--- config.mk ---
export PLATFORM = sky130hd
export DESIGN_NAME = mc_control
export DESIGN_NICKNAME = d
export VERILOG_FILES = /design/src/rtl/mc_pkg.sv /design/src/rtl/mc_control_alu_dec.sv /design/src/rtl/mc_control.sv
export SDC_FILE = /design/constraint.sdc
export NUM_CORES = 1
export LEC_CHECK = 0
export BUFFER_PORTS_ARGS = -buffer_cell sky130_fd_sc_hd__clkbuf_2
export CAP_MARGIN = 20
export CORE_UTILIZATION = 47
export CTS_CLUSTER_DIAMETER = 150
export DETAILED_ROUTE_END_ITERATION = 8
export PLACE_DENSITY = 0.9
export SLEW_MARGIN = 20
export SYNTH_ARGS = -nofsm -noshare
export SYNTH_HDL_FRONTEND = slang
export SYNTH_SLANG_ARGS = --single-unit
--- constraint.sdc ---
create_clock -name clk -period 3.5 [get_ports clk]
set_input_delay 0.35 -clock clk [delete_from_list [all_inputs] [get_ports clk]]
set_output_delay 0.35 -clock clk [all_outputs]
set_load 0.005 [all_outputs]
--- src/rtl/mc_pkg.sv ---
// mc_pkg: constants shared by the multicycle control FSM, its funct decoder and
// anything that talks to alu32 (datapath, alu32 benches).
//   - opcode / funct encodings of the supported MIPS subset
//   - alu_control encodings understood by alu32
//   - datapath mux select encodings
//   - FSM state encoding (state_t)
package mc_pkg;

  // Opcodes (instr[31:26])
  localparam logic [5:0] OP_RTYPE = 6'b000000;
  localparam logic [5:0] OP_BLTZ  = 6'b000001;
  localparam logic [5:0] OP_J     = 6'b000010;
  localparam logic [5:0] OP_BEQ   = 6'b000100;
  localparam logic [5:0] OP_ADDI  = 6'b001000;
  localparam logic [5:0] OP_LW    = 6'b100011;
  localparam logic [5:0] OP_SW    = 6'b101011;

  // R-type funct codes (instr[5:0])
  localparam logic [5:0] FN_ADD = 6'b100000;
  localparam logic [5:0] FN_SUB = 6'b100010;
  localparam logic [5:0] FN_SLT = 6'b101010;
  localparam logic [5:0] FN_AND = 6'b100100;
  localparam logic [5:0] FN_OR  = 6'b100101;
  localparam logic [5:0] FN_MUL = 6'b011000;
  localparam logic [5:0] FN_NOR = 6'b100111;

  // alu32 operation select
  localparam logic [2:0] ALU_AND = 3'b000;
  localparam logic [2:0] ALU_OR  = 3'b001;
  localparam logic [2:0] ALU_ADD = 3'b010;
  localparam logic [2:0] ALU_MUL = 3'b011;
  localparam logic [2:0] ALU_NOR = 3'b100;
  localparam logic [2:0] ALU_SUB = 3'b110;
  localparam logic [2:0] ALU_SLT = 3'b111;

  // ALU operand B select
  localparam logic [1:0] SRCB_REG   = 2'b00;
  localparam logic [1:0] SRCB_FOUR  = 2'b01;
  localparam logic [1:0] SRCB_IMM   = 2'b10;
  localparam logic [1:0] SRCB_IMMSH = 2'b11;

  // PC source select
  localparam logic [1:0] PCSRC_ALU    = 2'b00;
  localparam logic [1:0] PCSRC_ALUOUT = 2'b01;
  localparam logic [1:0] PCSRC_JUMP   = 2'b10;

  // FSM state encoding; codes 13..15 are unreachable and recover to FETCH.
  typedef enum logic [3:0] {
    ST_FETCH  = 4'd0,
    ST_DECODE = 4'd1,
    ST_MEMADR = 4'd2,
    ST_MEMRD  = 4'd3,
    ST_MEMWB  = 4'd4,
    ST_MEMWR  = 4'd5,
    ST_REX    = 4'd6,
    ST_RWB    = 4'd7,
    ST_BEQ    = 4'd8,
    ST_BLTZ   = 4'd9,
    ST_ADDIEX = 4'd10,
    ST_ADDIWB = 4'd11,
    ST_JUMP   = 4'd12
  } state_t;

endpackage

--- src/rtl/mc_control_alu_dec.sv ---
// mc_control_alu_dec: combinational R-type funct decoder.
// Ports:
//   funct_i        in  6  instr[5:0]
//   alu_control_o  out 3  alu32 operation for this funct (ADD when unknown)
//   funct_ok_o     out 1  funct is one of the supported R-type operations
// The FSM decides when this result is actually presented to alu32.
module mc_control_alu_dec
  import mc_pkg::*;
(
  input  logic [5:0] funct_i,
  output logic [2:0] alu_control_o,
  output logic       funct_ok_o
);

  always_comb begin
    alu_control_o = ALU_ADD;
    funct_ok_o    = 1'b1;
    case (funct_i)
      FN_ADD:  alu_control_o = ALU_ADD;
      FN_SUB:  alu_control_o = ALU_SUB;
      FN_SLT:  alu_control_o = ALU_SLT;
      FN_AND:  alu_control_o = ALU_AND;
      FN_OR:   alu_control_o = ALU_OR;
      FN_MUL:  alu_control_o = ALU_MUL;
      FN_NOR:  alu_control_o = ALU_NOR;
      default: funct_ok_o    = 1'b0;
    endcase
  end

endmodule

--- src/rtl/mc_control.sv ---
// mc_control: multicycle MIPS-subset control FSM driving the alu32 datapath.
// Sequences FETCH / DECODE / execute / memory / writeback, drives the datapath
// muxes, write enables and alu_control, and resolves beq/bltz from alu32 flags.
// Ports:
//   clk, reset            clock (rising edge), synchronous active-high reset
//   opcode, funct         fields of the instruction register
//   flagz, flagn          alu32 zero / negative flags of the current cycle
//   mem_ready             memory read data valid this cycle
//   pc_en, iord, mem_read, mem_write, ir_write, reg_dst, mem_to_reg,
//   reg_write, alu_src_a, alu_src_b, pc_src, alu_control
//                         datapath controls (see mc_pkg for encodings)
//   illegal_op            one-cycle pulse on unsupported opcode or funct
//   state_o               current FSM state, for debug/observation
// Memory handshake: a read in FETCH or MEMRD completes in the first cycle in
// which mem_ready is high; the FSM holds its state and all outputs until then.
// Writes (MEMWR) never wait. With USE_MEM_READY=0, mem_ready is taken as 1.
module mc_control
  import mc_pkg::*;
#(
  parameter bit USE_MEM_READY = 1'b1,
  parameter int STATE_W       = 4
) (
  input  logic               clk,
  input  logic               reset,
  input  logic [5:0]         opcode,
  input  logic [5:0]         funct,
  input  logic               flagz,
  input  logic               flagn,
  input  logic               mem_ready,
  output logic               pc_en,
  output logic               iord,
  output logic               mem_read,
  output logic               mem_write,
  output logic               ir_write,
  output logic               reg_dst,
  output logic               mem_to_reg,
  output logic               reg_write,
  output logic               alu_src_a,
  output logic [1:0]         alu_src_b,
  output logic [1:0]         pc_src,
  output logic [2:0]         alu_control,
  output logic               illegal_op,
  output logic [STATE_W-1:0] state_o
);

  state_t     state_q, state_d;
  logic       rdy;
  logic [2:0] dec_alu;
  logic       dec_ok;

  assign rdy     = USE_MEM_READY ? mem_ready : 1'b1;
  assign state_o = STATE_W'(state_q);

  mc_control_alu_dec u_alu_dec (
    .funct_i       (funct),
    .alu_control_o (dec_alu),
    .funct_ok_o    (dec_ok)
  );

  always_ff @(posedge clk) begin
    if (reset) state_q <= ST_FETCH;
    else       state_q <= state_d;
  end

  always_comb begin
    state_d     = state_q;
    pc_en       = 1'b0;
    iord        = 1'b0;
    mem_read    = 1'b0;
    mem_write   = 1'b0;
    ir_write    = 1'b0;
    reg_dst     = 1'b0;
    mem_to_reg  = 1'b0;
    reg_write   = 1'b0;
    alu_src_a   = 1'b0;
    alu_src_b   = SRCB_REG;
    pc_src      = PCSRC_ALU;
    alu_control = ALU_ADD;
    illegal_op  = 1'b0;

    case (state_q)
      ST_FETCH: begin
        // PC + 4 is computed every FETCH cycle but only committed with the IR.
        mem_read  = 1'b1;
        alu_src_b = SRCB_FOUR;
        if (rdy) begin
          ir_write = 1'b1;
          pc_en    = 1'b1;
          state_d  = ST_DECODE;
        end
      end
      ST_DECODE: begin
        // Branch target is computed speculatively into ALUOut.
        alu_src_b = SRCB_IMMSH;
        case (opcode)
          OP_LW, OP_SW: state_d = ST_MEMADR;
          OP_RTYPE:     state_d = ST_REX;
          OP_BEQ:       state_d = ST_BEQ;
          OP_BLTZ:      state_d = ST_BLTZ;
          OP_ADDI:      state_d = ST_ADDIEX;
          OP_J:         state_d = ST_JUMP;
          default: begin
            illegal_op = 1'b1;
            state_d    = ST_FETCH;
          end
        endcase
      end
      ST_MEMADR: begin
        alu_src_a = 1'b1;
        alu_src_b = SRCB_IMM;
        state_d   = (opcode == OP_SW) ? ST_MEMWR : ST_MEMRD;
      end
      ST_MEMRD: begin
        mem_read = 1'b1;
        iord     = 1'b1;
        if (rdy) state_d = ST_MEMWB;
      end
      ST_MEMWB: begin
        reg_write  = 1'b1;
        mem_to_reg = 1'b1;
        state_d    = ST_FETCH;
      end
      ST_MEMWR: begin
        mem_write = 1'b1;
        iord      = 1'b1;
        state_d   = ST_FETCH;
      end
      ST_REX: begin
        alu_src_a = 1'b1;
        if (dec_ok) begin
          alu_control = dec_alu;
          state_d     = ST_RWB;
        end else begin
          illegal_op = 1'b1;
          state_d    = ST_FETCH;
        end
      end
      ST_RWB: begin
        // funct is still held in the IR, so the REX operation stays on the ALU.
        reg_write   = 1'b1;
        reg_dst     = 1'b1;
        alu_control = dec_alu;
        state_d     = ST_FETCH;
      end
      ST_BEQ: begin
        alu_src_a   = 1'b1;
        alu_control = ALU_SUB;
        pc_src      = PCSRC_ALUOUT;
        pc_en       = flagz;
        state_d     = ST_FETCH;
      end
      ST_BLTZ: begin
        // rt is $0, so A - 0 leaves A's sign on flagn.
        alu_src_a   = 1'b1;
        alu_control = ALU_SUB;
        pc_src      = PCSRC_ALUOUT;
        pc_en       = flagn;
        state_d     = ST_FETCH;
      end
      ST_ADDIEX: begin
        alu_src_a = 1'b1;
        alu_src_b = SRCB_IMM;
        state_d   = ST_ADDIWB;
      end
      ST_ADDIWB: begin
        reg_write = 1'b1;
        state_d   = ST_FETCH;
      end
      ST_JUMP: begin
        pc_src  = PCSRC_JUMP;
        pc_en   = 1'b1;
        state_d = ST_FETCH;
      end
      default: state_d = ST_FETCH;
    endcase

    // Reset overrides everything so an aborted instruction never strobes.
    if (reset) begin
      state_d     = ST_FETCH;
      pc_en       = 1'b0;
      iord        = 1'b0;
      mem_read    = 1'b0;
      mem_write   = 1'b0;
      ir_write    = 1'b0;
      reg_dst     = 1'b0;
      mem_to_reg  = 1'b0;
      reg_write   = 1'b0;
      alu_src_a   = 1'b0;
      alu_src_b   = SRCB_REG;
      pc_src      = PCSRC_ALU;
      alu_control = ALU_ADD;
      illegal_op  = 1'b0;
    end
  end

endmodule
Word-level counts from Yosys, hierarchy flattened
Cells that the tools add are included.
- eq/ne operators: 27
- mux-type cells: 38
- reduce and logical (&&, ||, !) cells: 12
- operators by type and width (operator ; number):
    $eq A6 B6 Y1 const B ; 8
    $pmux W4 S6 ; 2
    $mux W1 ; 22
    $eq A4 B4 Y1 const B ; 5
    $pmux W3 S6 ; 1
    $eq A4 B3 Y1 const B ; 4
    $reduce_or A7 Y1 ; 2
    $mux W3 ; 4
    $reduce_or A2 Y1 ; 5
    $pmux W3 S3 ; 1
    $eq A4 B2 Y1 const B ; 2
    $mux W4 ; 2
    $eq A6 B1 Y1 const B ; 1
    $eq A6 B2 Y1 const B ; 1
    $eq A6 B3 Y1 const B ; 1
    $eq A6 B4 Y1 const B ; 1
    $eq A6 B5 Y1 const B ; 1
    $logic_not A6 Y1 ; 1
    $pmux W2 S3 ; 1
    $reduce_or A5 Y1 ; 1
    $eq A4 B1 Y1 const B ; 1
    $logic_not A4 Y1 ; 1
    $mux W2 ; 2
    $ne A2 B2 Y1 const B ; 2
    other kinds (5) ; 5
- flip-flop bits (word level): 4
- input bits: 17
- word-level logic and storage cells: 78

Logic depth before layout (Yosys ltp)
Gate-level depths: netlist of run 1.
- word-level depth: 6
- gate-level depth with buffers: 5

Hierarchy
Synthesis of run 1 repeated with hierarchy kept, for this count alone.
- cell total of the unflattened synthesis: 112
- area total of the unflattened synthesis: 742.0 µm²
- modules (own cells, without submodules) (module ; times used ; cells each ; area each (µm²) ; seq. area each (µm²)):
    mc_control ; 1 ; 94 ; 629.4 ; 80.1
    mc_control_alu_dec ; 1 ; 18 ; 112.6 ; 0.0

Least setup slack after synthesis of run 1
No wires, ideal clock.
- path kind: input to output
- from: in opcode[1]
- to: out illegal_op
- arrival: 1.228 ns
- data required time: 3.150 ns
- slack: 1.922 ns
- stages on the path: 4
- buffers on the path: 0
- path through: or4b_1 > o311ai_1 > nand2_1 > a21o_1
- cells in the longest elaborated chain, start to end: 5
- ends and longest elaborated chain (element ; RTL line ; source):
    start: declaration ; mc_control.sv:25 ; input logic [5:0] opcode,
    $eq A6 B6 Y1 (tied with other cells) ; mc_control.sv:95 ; case (opcode)
    $reduce_or A7 Y1 (no source line) (*) ; n/a ;
    $mux W1 (*) ; mc_control.sv:95 ;
    $pmux W1 S2 (*) ; mc_control.sv:81 ; case (state_q)
    $mux W1 (*) ; mc_control.sv:178 ; if (reset) begin
    end: declaration ; mc_control.sv:42 ; output logic illegal_op,
Mark *: on every way between the ends. The rest lies on a longest branch, timed or not.

Final worst setup path of run 1
- from: reg state_q[1], in the netlist state_o[1]
- to: out illegal_op
- cells in the longest elaborated chain, start to end: 3
- ends and longest elaborated chain (element ; RTL line ; source):
    start: declaration ; mc_control.sv:46 ; state_t state_q, state_d;
    start signal: assignment ; mc_control.sv:62 ; else state_q <= state_d;
    $eq A4 B3 Y1 or $eq A4 B1 Y1 (tied branches) ; mc_control.sv:81 ;
    $pmux W1 S2 (*) ; mc_control.sv:81 ;
    $mux W1 (*) ; mc_control.sv:178 ;
Marked as above.

==> metrics.txt, run 1 <==
core box area 1366 sq um; # clock sinks 4; largest net degree at the start of global routing 23; final setup fails 0; Distinct cells, synth 46; cts hold-fix bufs 0; CP cell instances nor2b_1 > nand3_1 > nor3_1 > a21o_1 > clkbuf_2; Synth Area in XOR/XNOR 0.02439; Synth Area in Adders 0; Slew @ Worst Pin 654.6 ps; minimum clock period 2411 ps; Synth Area in Compound Gates 0.2753; Via density 6.519; CP Max Fanout 22; Min-Delay Path Class in2reg; maximum capacitance violations 0; largest family of logic cells by synthesized area simple AND/OR/NAND/NOR gates; WP data arrival 2060 ps; setup TNS 0 ps; initial antenna violation count 0; dpl cell area 894.6 sq um; Seq cells post-synth 4; cell leakage power 0.3852 nW; GR Util met3 0.02717; vias in the first global route 777; worst-skew pair later-pin latency 230 ps; register area share after synthesis 0.1115; fin nets 158; slowest CP cell dfxtp_1; drt first pass iters 5; Crit. End Element primary output; Initial Util 0.5256; Multi-input gate area 603.1 sq um; busiest layer in global routing met2; share of cells above drive strength 1 0.3237; final count of hold timing violations 0; Area Growth Syn to Fin 27.70%; Filler cells 129; Worst Setup Start Kind flip-flop; multiplexer share of the synthesized area 0.01568; gr ovfl total 0; r2r worst-path depth 4; CTS root buf clkbuf_4; WL per Instance 13.69 um; clock tree buffer depth 2; number of synthesized flops with an enable pin 0; number of warning messages in the yosys log 0; via count 1004; design area 917.1 sq um; CTS tree yes; Die Wd 41.09 um; Slew Limit Fails 0; Placed Instances 151; Mapped Area 718.2 sq um; outcome complete, no violations; fin cells 154; Boundary Pins 38; IO buf count 37; Layout Utilization 0.6712; DRC viols 0; clock transition at the registers of the reported paths 40 ps; RSZ-0062 raised after global routing false; first-pass GRT wire length 3056 um; Iter 0 DRT Violations 25; max reg flops 4; Mapped Nets 123; All-Layer GR Usage 0.2639; fin crit share 0.6889; syn_area_per_cell 6.775 sq um; postcts setup bufs 0; final clock skew 4.130 ps; drt total wl 2108 um; die area 1688 sq um; Relative slew margins 0.5630; PnR Total Power 0.0001726 W; hold depth 2; Site Rows 13; Main synth FF type dfxtp_1; CTS resizes 0; PwrDens 188.2 nW/um^2; Max Fclk 414.7 MHz; GPL Wtd Cong 0.9078; CTS Buf Count 3; CP required 3150 ps; met2 Resource Use GR 0.5078; critical path class reg2out; maximum VDD drop 0.1306 mV; ys async rst share 0; slowest stage delay, CP 730 ps; Mapped Cells 106; met1 usage 0.3032; Die H 41.09 um; post-detail-place hpwl 1588 um; Ant. Diodes 0; Synth Area in Simple Gates 0.5244; number of antenna-violating nets in the routed design 0; H-tree depth 1; Sequential Area 80.08 sq um
==> cells by family (layout without fill, tap and decap cells) <==
kind of cell	count (synthesis)	after routing
and+or+nand+nor	64	64
muxes	1	1
buffers and inverters	9	42
DFF	4	4
AOI/OAI and AO/OA	26	26
xor gates and xnor gates	2	2
==> where the power goes <==
group          switching, W  leakage (nW)  total [W]  internal (W)
clock network     0.0000179        0.0138  0.0000562     0.0000383
logic             0.0000357         0.339  0.0000626     0.0000270
registers        0.00000655        0.0325  0.0000538     0.0000473
total             0.0000601         0.385   0.000173      0.000113
==> per-layer routing <==
metal | vias to the layer above | share of wire
met5 | - | 0
met4 | 0 | 0.012
met3 | 4 | 0.087
met2 | 65 | 0.49
met1 | 447 | 0.41
li1 | 488 | -
==> critical path: cells and delay by family, from the launching register on <==
kind / cells / cell delay, ps
AOI/OAI and AO/OA: 1 / 110
and+or+nand+nor: 3 / 890
DFF: 1 / 730
buffers and inverters: 1 / 100
==> synthesized netlist by cell type, types with 2 or more instances <==
library cell | n | area share
a31oi_1 | 2 | 0.017
nor2_1 | 11 | 0.057
or4b_1 | 2 | 0.028
clkbuf_1 | 5 | 0.026
nor2b_1 | 4 | 0.035
dfxtp_1 | 4 | 0.11
o221ai_1 | 2 | 0.024
nor3_1 | 5 | 0.035
nand2b_1 | 8 | 0.070
or3_1 | 3 | 0.026
a21oi_1 | 3 | 0.021
o22ai_1 | 2 | 0.017
a32oi_1 | 3 | 0.037
nand2_1 | 7 | 0.037
o21ai_1 | 2 | 0.014
nor4_1 | 6 | 0.052
nand3_1 | 5 | 0.035
or4_1 | 2 | 0.021
nor3b_1 | 3 | 0.031
==> layout by cell type, fill, tap and decap left out, types with 3 or more instances in the layout <==
| master | instances |
|---|---|
| a21oi_1 | 3 |
| nand2_1 | 7 |
| dfxtp_1 | 4 |
| nor3_1 | 5 |
| nor3b_1 | 3 |
| nor2b_1 | 4 |
| nand3_1 | 5 |
| nor4_1 | 6 |
| clkbuf_2 | 37 |
| clkbuf_4 | 3 |
| nor2_1 | 11 |
| a32oi_1 | 3 |
| nand2b_1 | 8 |
| or3_1 | 3 |
==> path summary, 6_finish.rpt <==
path	start	endpoint	slack [ps]
hold / removal	reset	state_o[3]$_SDFFE_PP0P_	490
setup reg to reg	state_o[1]$_SDFFE_PP0P_	state_o[1]$_SDFFE_PP0P_	1660
hold reg to reg	state_o[0]$_SDFFE_PP0P_	state_o[0]$_SDFFE_PP0P_	750
setup / recovery	state_o[1]$_SDFFE_PP0P_	illegal_op	1090
==> stage by stage <==
stage	hold slack [ps]	setup WS, ps
global placement	699.3	1472
CTS	490.3	1120
detailed placement	719.3	1365
finish	492.0	1089
floorplan	545.3	1922
global route	507.6	971.9
==> area by class of cell <==
type / count / area share
Tap cell: 15 / 0.02046
Clock buffer: 3 / 0.02456
Timing Repair Buffer: 37 / 0.2019
Sequential cell: 4 / 0.08731
Inverter: 2 / 0.008186
Multi-Input combinational cell: 93 / 0.6576
Power figures use the tool's default switching activity.
==> run 2, diff against run 1 <==
--- a/config.mk
+++ b/config.mk
@@ -5,12 +5,13 @@
 export SDC_FILE = /design/constraint.sdc
 export NUM_CORES = 1
 export LEC_CHECK = 0
+export ABC_AREA = 1
 export BUFFER_PORTS_ARGS = -buffer_cell sky130_fd_sc_hd__clkbuf_2
 export CAP_MARGIN = 20
-export CORE_UTILIZATION = 47
+export CORE_UTILIZATION = 45
 export CTS_CLUSTER_DIAMETER = 150
 export DETAILED_ROUTE_END_ITERATION = 8
-export PLACE_DENSITY = 0.9
+export PLACE_DENSITY = 0.86
 export SLEW_MARGIN = 20
 export SYNTH_ARGS = -nofsm -noshare
 export SYNTH_HDL_FRONTEND = slang
==> constraint.sdc (replaced) <==
create_clock -name clk -period 2.3 [get_ports clk]
set_input_delay 0.23 -clock clk [delete_from_list [all_inputs] [get_ports clk]]
set_output_delay 0.23 -clock clk [all_outputs]
set_load 0.005 [all_outputs]
==> run 2 against run 1 <==
- combinational power is 58% higher
- count of clock-buffer cells in the layout stayed put
- critical path depth is 2 higher
- final cell count is 32% higher
- utilization is 4.0 points lower
- largest cell class unchanged
- worst setup slack worse by 550 ps
- power is 51% higher
- non-clock buffer count stayed put
- critical endpoint is now alu_control[0]
- via count is 4.9% higher
- synthesized cell count is 41% higher
- clock skew is 1.2 ps lower
- critical path type unchanged
==> metrics.txt, run 2 <==
outcome complete, no violations; Initial Util 0.4877; die area 1818 sq um; Met2 Wirelength 1146 um; Mapped Cells 149; dpl cell area 939.7 sq um; Boundary Pins 38; number of antenna-violating nets in the routed design 0; Crit. End Element primary output; gr ovfl total 0; Min-Delay Path Class in2reg; critical path class reg2out; Via density 5.187; clock tree buffer depth 2; Relative slew margins 0.7525; CTS Buf Count 3; Slew Limit Fails 0; maximum capacitance violations 0; Top Metal Used met4; reg-to-reg startpoint state_o[3]$_SDFFE_PP0P_; maximum VDD drop 0.2747 mV; fin nets 206; worst-skew pair later-pin latency 230 ps; # clock sinks 4; DRC viols 0; ys async rst share 0; R2R Setup Slk 950 ps; cell leakage power 0.5618 nW; worst setup path startpoint state_o[2]$_SDFFE_PP0P_; H-tree depth 1; fin crit share 0.7642; biggest area consumer among synthesized cells nand2_1; CTS resizes 0; PnR Total Power 0.0002609 W; most frequent cells in the layout nand2_1, clkbuf_2, nor2_1; synth top area cells nand2_1, nor2_1, nand3_1, dfxtp_1, inv_1; Metal-1 WL 822 um; post-detail-place hpwl 1812 um; final setup fails 0; first-pass GRT wire length 3726 um; Die H 42.64 um; final clock skew 2.972 ps; Die Wd 42.64 um; initial antenna violation count 0; register area share after synthesis 0.1077; CP required 2070 ps; core box area 1524 sq um; Filler cells 165; All-Layer GR Usage 0.2548; design area 962.2 sq um; number of warning messages in the yosys log 0; Mapped Nets 166; Seq cells post-synth 4; number of synthesized flops with an enable pin 0; postcts setup bufs 0; largest net degree at the start of global routing 21; WL per Instance 10.31 um; final count of hold timing violations 0; drt first pass iters 4; final worst hold slack 325.2 ps; max reg flops 4; minimum clock period 1758 ps; Max Fclk 568.9 MHz; most frequent cell after synthesis nand2_1; WP data arrival 1530 ps; setup TNS 0 ps; CTS tree yes; Main synth FF type dfxtp_1; drt total wl 2092 um; clock transition at the registers of the reported paths 40 ps; PwrDens 271.1 nW/um^2; RSZ-0062 raised after global routing false; via count 1053; r2r worst-path depth 8; Slew @ Worst Pin 371.3 ps; share of cells above drive strength 1 0.2995; Distinct cells, synth 23; commonest cells in the netlist nand2_1, nor2_1, inv_1, nand3_1, a21oi_1; Ant. Diodes 0; hold wc startpoint mem_ready; vias in the first global route 972; syn_area_per_cell 4.988 sq um; Site Rows 14; Yosys top cell area share 0.1869; Iter 0 DRT Violations 33; Worst Setup Start Kind flip-flop; CP Max Fanout 5; IO buf count 37; cts hold-fix bufs 0; met3 wire length 106 um; CTS root buf clkbuf_4; GPL Wtd Cong 0.9500; Mapped Area 743.2 sq um; hold depth 4; Area Growth Syn to Fin 29.46%
## run 2: area by class of cell
cell class                 instances  area, sq um  area share
tap                               16        20.02     0.02081
sequential                         4        80.08     0.08322
clock buffer                       3        22.52     0.02341
timing repair buffer              37        185.2      0.1925
inverter                          24        90.09     0.09363
multi-input combinational        119        564.3      0.5865
## run 2: worst paths after layout
kind                             end
max                   alu_control[0]
min          state_o[1]$_SDFFE_PP0P_
max reg2reg  state_o[0]$_SDFFE_PP0P_
min reg2reg  state_o[3]$_SDFFE_PP0P_
## run 2: per-layer routing
metal,up-vias,global-route usage
met5,-,0
met4,0,0.07500
met1,459,0.2824
met3,2,0.008621
met2,33,0.5061
li1,559,-
## run 2: logic make-up after synthesis
kind of cell           count (synthesis)  synth area share
DFF                                    4            0.1077
and+or+nand+nor                      103            0.6330
buffers and inverters                 26            0.1330
AOI/OAI and AO/OA                     16            0.1263
## run 2: power breakdown
part | internal (W) | total, W | switching, W | leakage (nW)
Sequential | 0.0000723 | 0.0000783 | 0.00000603 | 0.0325
Combinational | 0.0000394 | 0.0000992 | 0.0000599 | 0.515
Clock | 0.0000581 | 0.0000833 | 0.0000252 | 0.0138
## run 2: worst max-delay path, cell delays in order, from the launching register on
cell and delay [ps]:
dfxtp_1 430, inv_2 70, nor2_2 180, inv_2 60
nor2_1 120, inv_1 70, a211oi_1 210, clkbuf_2 160
## run 2: per-stage QoR
step / std cells / util / worst slack (ps)
after floorplan: 149 / - / 1001
after global placement: 200 / 0.6166 / 789.0
after detailed placement: 200 / 0.6166 / 788.1
after CTS: 203 / 0.6314 / 537.2
after global routing: 203 / 0.6314 / 377.9
final: 203 / 0.6314 / 542.3
==> run 3, diff against run 2 <==
--- a/config.mk
+++ b/config.mk
@@ -8,10 +8,10 @@
 export ABC_AREA = 1
 export BUFFER_PORTS_ARGS = -buffer_cell sky130_fd_sc_hd__clkbuf_2
 export CAP_MARGIN = 20
-export CORE_UTILIZATION = 45
+export CORE_UTILIZATION = 40
 export CTS_CLUSTER_DIAMETER = 150
 export DETAILED_ROUTE_END_ITERATION = 8
-export PLACE_DENSITY = 0.86
+export PLACE_DENSITY = 0.82
 export SLEW_MARGIN = 20
 export SYNTH_ARGS = -nofsm -noshare
 export SYNTH_HDL_FRONTEND = slang
==> constraint.sdc (replaced) <==
create_clock -name clk -period 1.6 [get_ports clk]
set_input_delay 0.16 -clock clk [delete_from_list [all_inputs] [get_ports clk]]
set_output_delay 0.16 -clock clk [all_outputs]
set_load 0.005 [all_outputs]
==> run 3 against run 2 <==
- the run now ends with negative setup slack left
- largest cell class unchanged
- die area rose by 12%
- utilization decreased by 3.8 points
- combinational power increased by 52%
- flip-flop and latch count stayed put
- worst setup slack worse by 640 ps
- hold slack worse by 68 ps
- non-clock buffer count up 2
- count of clock-buffer cells in the layout did not move
- first-iteration DRC count shrank 6.1%
- wire length is 11% higher
- power up 47%
- sequential share of layout area up 0.71 points
==> metrics.txt, run 3 (synthesis results as in run 2) <==
fin cells 214; worst-skew pair later-pin latency 230 ps; maximum capacitance violations 0; vias in the first global route 877; Iter 0 DRT Violations 31; die area 2034 sq um; fin crit share 1.058; # clock sinks 4; worst setup path startpoint state_o[0]$_SDFFE_PP0P_; Slew Limit Fails 0; CTS tree yes; final setup fails 1; most frequent cells in the layout clkbuf_2, nand2_1, nor2_1; cell leakage power 0.5746 nW; via count 1106; drt total wl 2326 um; Site Rows 15; share of cells above drive strength 1 0.3598; WP data arrival 1530 ps; clock transition at the registers of the reported paths 30 ps; Layout Utilization 0.5935; Placed Instances 209; Levels on crit path 6; CP delay by family, top simple AND/OR/NAND/NOR gates; clock tree buffer depth 2; initial antenna violation count 0; most common cell after layout, fill and taps aside clkbuf_2; gr ovfl total 0; RSZ-0062 raised after global routing true; All-Layer GR Usage 0.2066; critical path class reg2out; final count of hold timing violations 0; r2r worst-path depth 8; Via density 5.168; violated checks negative setup slack; IO buf count 37; CP Max Fanout 8; slowest stage delay, CP 370 ps; slowest CP cell dfxtp_4; final setup margin -93.03 ps; core box area 1727 sq um; Crit. End Element primary output; minimum clock period 1693 ps; Worst Setup Start Kind flip-flop; Initial Util 0.4304; reg2reg end state_o[0]$_SDFFE_PP0P_; CTS Buf Count 3; H-tree depth 1; hold depth 4; Max Fclk 590.7 MHz; Relative slew margins 0.7241; CP required 1440 ps; Boundary Pins 38; critical path capture point pc_en; first-pass GRT wire length 3229 um; DRC viols 0; max reg flops 4; Ant. Diodes 0; fin nets 208; CTS root buf clkbuf_4; cts hold-fix bufs 0; post-detail-place hpwl 1686 um; Area Growth Syn to Fin 37.88%; PwrDens 373.5 nW/um^2; WL per Instance 10.87 um; Min-Delay Path Class in2reg; Filler cells 166; outcome complete, but fails checks; WP buf/inv 1; CP cell instances nor2_2 > nand2_2 > o21ai_0 > a311oi_1 > nor2_1 > clkbuf_2; maximum VDD drop 0.3573 mV; GPL Wtd Cong 0.8506; Slew @ Worst Pin 411.1 ps; Die Wd 45.11 um; R2R Setup Slk 320 ps; largest net degree at the start of global routing 21; number of antenna-violating nets in the routed design 0; Die H 45.11 um; drt first pass iters 4; final clock skew 1.213 ps; reg-to-reg startpoint state_o[2]$_SDFFE_PP0P_
==> run 3: cell types whose count changed in the layout (fill, tap and decap cells not counted), moves of 2 or more <==
cell	before	now
nor2_1	30	27
buf_4	0	2
dfxtp_4	0	3
dfxtp_1	4	0
nor2_2	4	6
==> run 3: tightest hold or removal path, delay by kind of cell <==
family | cells | cell delay [ps]
buffers and inverters | 2 | 130
AND/OR/NAND/NOR | 2 | 140
==> run 3: metal layers <==
layer | wire (um) | GRT usage | vias to the layer above
met1 | 947 | 0.2634 | 489
met5 | 0 | 0 | -
li1 | - | - | 560
met2 | 1185 | 0.3681 | 51
met4 | 50 | 0.06667 | 0
met3 | 143 | 0.01200 | 6
==> run 3: area by class of cell <==
cell class	count	area (sq um)	area share
Inverter	24	90.09	0.08791
Tap cell	25	31.28	0.03053
Clock buffer	3	22.52	0.02198
Timing Repair Buffer	39	200.2	0.1954
Sequential cell	4	92.59	0.09035
Multi-Input combinational cell	119	588.1	0.5739
==> run 3: worst min-delay path by stage <==
stage | start | to | slack (ps)
finish | mem_ready | state_o[1]$_SDFFE_PP0P_ | 260
global route | mem_ready | state_o[1]$_SDFFE_PP0P_ | 280
CTS | mem_ready | state_o[0]$_SDFFE_PP0P_ | 240
detailed placement | mem_ready | state_o[0]$_SDFFE_PP0P_ | 490
global placement | mem_ready | state_o[0]$_SDFFE_PP0P_ | 480
floorplan | mem_ready | state_o[0]$_SDFFE_PP0P_ | 370
==> run 3: timing repair <==
item | 4_1_cts | 5_1_grt
pin swaps | 0 | 2
resized for setup | 3 | 11
buffers inserted | 0 | 2
cloned | 0 | 0
endpoints found under the setup margin | 4 | 8
endpoints found under the hold margin | 0 | 0
==> run 3: power by group <==
part	leakage (nW)	switching, W	internal, W
registers	0.0352	0.0000101	0.000102
clock network	0.0138	0.0000360	0.0000835
logic	0.526	0.0000925	0.0000589
total	0.575	0.000139	0.000244
==> run 3: stage by stage <==
| stage | cell area (sq um) | setup slack, ps | hold WS (ps) | power [W] | TNS (ps) |
|---|---|---|---|---|---|
| floorplan | 743.2 | 370.9 | 370.6 | 0.0001995 | 0 |
| global placement | 950.9 | 171.6 | 481.9 | 0.0002522 | 0 |
| detailed placement | 950.9 | 158.4 | 489.4 | 0.0002543 | 0 |
| CTS | 977.2 | -21.30 | 236.7 | 0.0003821 | -21.30 |
| global route | 1025 | -140.9 | 279.4 | 0.0004130 | -163.3 |
| finish | 1025 | -93.03 | 257.3 | 0.0003827 | -93.03 |
